[src/rtl/mips_pkg.sv]
// Shared MIPS instruction-format definitions: field bit positions and the
// packed R-type view of a 32-bit instruction word.
package mips_pkg;

    localparam int OP_MSB    = 31;
    localparam int OP_LSB    = 26;
    localparam int RS_MSB    = 25;
    localparam int RS_LSB    = 21;
    localparam int RT_MSB    = 20;
    localparam int RT_LSB    = 16;
    localparam int RD_MSB    = 15;
    localparam int RD_LSB    = 11;
    localparam int SHAMT_MSB = 10;
    localparam int SHAMT_LSB = 6;
    localparam int FUNCT_MSB = 5;
    localparam int FUNCT_LSB = 0;
    localparam int IMM_MSB   = 15;
    localparam int IMM_LSB   = 0;
    localparam int TGT_MSB   = 25;
    localparam int TGT_LSB   = 0;

    typedef struct packed {
        logic [5:0] opCode;
        logic [4:0] Rs;
        logic [4:0] Rt;
        logic [4:0] Rd;
        logic [4:0] shamt;
        logic [5:0] func;
    } instr_t;

endpackage

[src/rtl/instr_decode_fields.sv]
// Combinational split of a 32-bit MIPS word into its R/I/J-format fields.
module instr_decode_fields
    import mips_pkg::*;
(
    input  logic [31:0] word,
    output logic [5:0]  opCode,
    output logic [4:0]  Rs,
    output logic [4:0]  Rt,
    output logic [4:0]  Rd,
    output logic [4:0]  shamt,
    output logic [5:0]  func,
    output logic [15:0] addr,
    output logic [25:0] longAddr
);

    instr_t f;

    assign f        = instr_t'(word);
    assign opCode   = f.opCode;
    assign Rs       = f.Rs;
    assign Rt       = f.Rt;
    assign Rd       = f.Rd;
    assign shamt    = f.shamt;
    assign func     = f.func;
    assign addr     = word[IMM_MSB:IMM_LSB];
    assign longAddr = word[TGT_MSB:TGT_LSB];

endmodule

[src/rtl/instr_queue.sv]
// DEPTH-entry instruction queue with PC, presenting the head pre-split into
// MIPS fields. Optional same-cycle empty-queue bypass under IR_BYPASS_EN.
module instr_queue #(
    parameter int DEPTH = 4,
    parameter int PC_W  = 32,
    parameter int CNT_W = $clog2(DEPTH + 1)
) (
    input  logic             clk,
    input  logic             rst_n,
    input  logic             flush,
    input  logic             wr_valid,
    output logic             wr_ready,
    input  logic [31:0]      wr_inst,
    input  logic [PC_W-1:0]  wr_pc,
    output logic             rd_valid,
    input  logic             rd_ready,
    output logic [31:0]      inst,
    output logic [PC_W-1:0]  pc,
    output logic [5:0]       opCode,
    output logic [4:0]       Rs,
    output logic [4:0]       Rt,
    output logic [4:0]       Rd,
    output logic [4:0]       shamt,
    output logic [5:0]       func,
    output logic [15:0]      addr,
    output logic [25:0]      longAddr,
    output logic [CNT_W-1:0] count
);

    localparam int PTR_W = $clog2(DEPTH);

    logic [31:0]      mem_inst [DEPTH];
    logic [PC_W-1:0]  mem_pc   [DEPTH];
    logic [PTR_W-1:0] wr_ptr, rd_ptr;
    logic [CNT_W-1:0] cnt;
    logic             stored_valid, bypass, push, pop;

    // Explicit wrap so non-power-of-two depths stay inside the buffer.
    function automatic logic [PTR_W-1:0] ptr_next(input logic [PTR_W-1:0] p);
        return (p == PTR_W'(DEPTH - 1)) ? '0 : p + 1'b1;
    endfunction

    assign wr_ready     = (cnt < CNT_W'(DEPTH));
    assign stored_valid = (cnt != '0);

`ifdef IR_BYPASS_EN
    assign bypass = (cnt == '0) & wr_valid & ~flush;
`else
    assign bypass = 1'b0;
`endif

    assign rd_valid = stored_valid | bypass;
    // A bypassed word taken by the consumer is never written into storage.
    assign push     = wr_valid & wr_ready & ~(bypass & rd_ready);
    assign pop      = stored_valid & rd_ready;
    assign count    = cnt;

    assign inst = bypass       ? wr_inst :
                  stored_valid ? mem_inst[rd_ptr] : '0;
    assign pc   = bypass       ? wr_pc :
                  stored_valid ? mem_pc[rd_ptr] : '0;

    always_ff @(posedge clk) begin
        if (!rst_n) begin
            cnt    <= '0;
            wr_ptr <= '0;
            rd_ptr <= '0;
        end else if (flush) begin
            cnt    <= '0;
            wr_ptr <= '0;
            rd_ptr <= '0;
        end else begin
            if (push) wr_ptr <= ptr_next(wr_ptr);
            if (pop)  rd_ptr <= ptr_next(rd_ptr);
            if (push && !pop)      cnt <= cnt + 1'b1;
            else if (pop && !push) cnt <= cnt - 1'b1;
        end
    end

    // Storage is intentionally unreset; the output gating hides stale data.
    always_ff @(posedge clk) begin
        if (rst_n && !flush && push) begin
            mem_inst[wr_ptr] <= wr_inst;
            mem_pc[wr_ptr]   <= wr_pc;
        end
    end

    instr_decode_fields u_dec (
        .word     (inst),
        .opCode   (opCode),
        .Rs       (Rs),
        .Rt       (Rt),
        .Rd       (Rd),
        .shamt    (shamt),
        .func     (func),
        .addr     (addr),
        .longAddr (longAddr)
    );

endmodule

[config.mk]
export PLATFORM = sky130hd
export DESIGN_NAME = instr_queue
export DESIGN_NICKNAME = d
export VERILOG_FILES = /design/src/rtl/mips_pkg.sv /design/src/rtl/instr_decode_fields.sv /design/src/rtl/instr_queue.sv
export SDC_FILE = /design/constraint.sdc
export NUM_CORES = 1
export LEC_CHECK = 0
export BUFFER_PORTS_ARGS = -buffer_cell sky130_fd_sc_hd__buf_2
export CORE_ASPECT_RATIO = 0.6
export CORE_MARGIN = 4
export CORE_UTILIZATION = 44
export DETAILED_ROUTE_END_ITERATION = 8
export PLACE_DENSITY = 0.76
export SLEW_MARGIN = 30
export SYNTH_ARGS = -nofsm -noshare
export SYNTH_HDL_FRONTEND = slang
export SYNTH_SLANG_ARGS = --single-unit
[constraint.sdc]
create_clock -name clk -period 3.01 [get_ports clk]
set_clock_uncertainty 0.1 [all_clocks]
set_input_delay 0.602 -clock clk [delete_from_list [all_inputs] [get_ports clk]]
set_output_delay 0.602 -clock clk [all_outputs]
set_load 0.03 [all_outputs]
==> flow_summary.ini <==
[status]
status = finished clean

[layout]
syn_to_final_growth_pct = 15.5
stdcell_count = 1013
diodes = 0
fin_nets = 758
drive_above_1_share_pct = 46.1
fillers = 1901
multiInputGateArea_mm2 = 0.00214
seq_area_mm2 = 0.00788

[global_routing]
grt_use_total_pct = 13.8
grt_max_degree = 65
gr-total-overflow = 0
grt_pass1_wl_um = 29200
grt_pass1_vias = 5013
antenna_found_initial = 1

[setup_path]
cp_cell_sequence = buf_4, mux4_2, and2_1, buf_2
slowest_stage = mux4_2
worstSetupPathType = reg2out
arrival_ns = 2.18
path_buf_inv = 2
crit_fanout = 18
cp_top_family = multiplexers
cp.required_ns = 2.31
crit_path_max_incr_delay_ns = 0.57
cp-end-kind = primary output
rr_startpoint = count[0]
critPathLaunchType = flop

[yosys]
ys_types = 26
synthTopCellsByArea = edfxtp_1, mux4_2, buf_4, and2_1, dfxtp_1
yosysSeqAreaShare_pct = 73.2
synth_area_leader_cell = edfxtp_1
netlist_area_mm2 = 0.0108
synth_area_per_cell_um2 = 20.4
synth-async-reset-ratio_pct = 0
synth_ff_type = edfxtp_1
yosys-top-cells-count = edfxtp_1, buf_4, and2_1
synth-edff-count = 256
syn-num-nets = 604
yosysTopAreaCellShare_pct = 71.5
synthCells = 528
yosysMostFrequentCell = edfxtp_1
synth_warnings = 0
ys_ff_latch = 265

[cts]
cts_tree = done
insertion_delay_ns = 0.50
htreeDepth = 1
clk_path_buf_depth = 3
clk_pin_slew_ns = 0.06
cts_hold_buf = 0
post_cts_buffers = 0
cts_root_buffer = clkbuf_16
post_cts_resized = 0
cts_sinks = 265
cts_buffers = 24

[floorplan]
die_x_um = 210
initial_core_util_pct = 45.6
die_area_mm2 = 0.0271
num_rows = 43
fp.coreArea_mm2 = 0.0236
die_h_um = 129
io_pins = 212

[pwr]
leakagePower_nw = 4.51
swShare_pct = 26.2
power_mw = 8.43
seq_power_share_pct = 48.8
p_int_mw = 6.22
pwr-share-comb_pct = 15.9
netSwitchingPower_mw = 2.21
ir_drop_v = 0.000560
powerDensity_mw_per_mm2 = 678
pwr-share-clk_pct = 35.4

[route]
drtPass1Iterations = 4
drt-wirelength-per-cell_um = 18.9
routed_wl_um = 19100
via_count = 5058
ant_nets = 0
dr.first_iter.drc_count = 287
drc = 0
vias_per_cell = 4.99

[timing]
worst_pin_slew_ns = 0.560
max-slew-margin-rel_pct = 62.4
clock.fmax_mhz = 347
finalSetupTns_ns = 0
fin_hold_ws_ns = 0.201
layout_worst_path_cycle_share_pct = 95.8
drv_slew = 0
setup-violations-final = 0
hold_viol = 0
finalCriticalPeriod_ns = 2.88
grt_setup_unrepaired = no

[placement]
dp_cells = 971
gp_congestion = 0.702
hpwlAfterDp_um = 12400
io_buffer_count = 211

[min_path]
hold_class = in2reg
hp-start = wr_pc[13]

[run]
drv_cap = 0
==> cell families (layout without fill, tap and decap cells) <==
kind of cell | count (synthesis) | after routing | synth area share [%]
flip-flops | 265 | 265 | 73.2
adder cells (fa/ha/maj) | 7 | 7 | 0.884
AO/OA/AOI/OAI | 5 | 5 | 0.256
AND/OR/NAND/NOR | 82 | 82 | 4.60
XOR/XNOR | 2 | 2 | 0.163
multiplexers | 67 | 67 | 13.8
buffers and inverters | 100 | 270 | 7.13
==> layout make-up <==
class                   count  share of cell area [%]
clock inverters            10                    1.10
inverters                   4                   0.121
repair buffers            224                    9.89
clock buffers              32                    5.08
multi-input cells         163                    17.2
well taps                 315                    3.17
flip-flops and latches    265                    63.4
==> registers in the layout, summed over array words and instances, names as in the netlist, named ones only <==
| signal | count |
|---|---|
| mem_inst | 128 |
| rd_ptr | 2 |
| count | 3 |
| mem_pc | 128 |
| wr_ptr | 2 |
==> path summary, 6_finish.rpt <==
check                                      to  slack [ns]  cells after the start
worst max register to register       count[2]        0.61                      7
worst min register to register           flop        0.42                      2
worst max-delay path                  func[3]        0.13                      4
worst min-delay path            mem_pc[0][13]        0.20                      1
==> metal layers <==
metal	vias up	track usage [%]	part of all wire (%)
met3	27	3.77	8.8
met1	2535	19.9	43
li1	2291	-	-
met2	203	21.5	46
met4	2	2.53	1.5
met5	-	0	0.068
==> per-stage QoR <==
stage	setup WS, ns	utilization, %	cell area (µm²)
after floorplan	0.521	-	10800
after global placement	0.637	49.5	11700
after detailed placement	0.618	49.5	11700
after CTS	0.0670	52.7	12400
after global routing	0.00491	52.7	12400
final	0.127	52.7	12400
==> power groups by stage <==
stage	clock, mW	combinational (mW)	sequential (mW)
floorplan	0	1.12	4.20
global placement	0	1.35	4.19
detailed placement	0	1.36	4.19
CTS	3.08	1.36	4.11
global route	3.23	1.43	4.11
finish	2.98	1.34	4.11
==> placed cells by master, fill, tap and decap left out, types with 3 or more instances in the layout <==
| cell type | Yosys | final |
|---|---|---|
| edfxtp_1 | 256 | 256 |
| buf_2 | 6 | 211 |
| and2_1 | 64 | 64 |
| mux4_2 | 60 | 60 |
| clkbuf_16 | 0 | 24 |
| clkbuf_1 | 8 | 8 |
| dfxtp_1 | 9 | 7 |
| buf_4 | 74 | 7 |
| ha_1 | 6 | 6 |
| buf_12 | 6 | 6 |
| nor2_1 | 5 | 5 |
| inv_1 | 4 | 4 |
| mux4_1 | 4 | 4 |
| and3_4 | 0 | 4 |
| mux2i_1 | 3 | 3 |
| clkinv_1 | 0 | 3 |
| bufinv_16 | 0 | 3 |
Note: power is estimated with default switching activity, not from simulation.
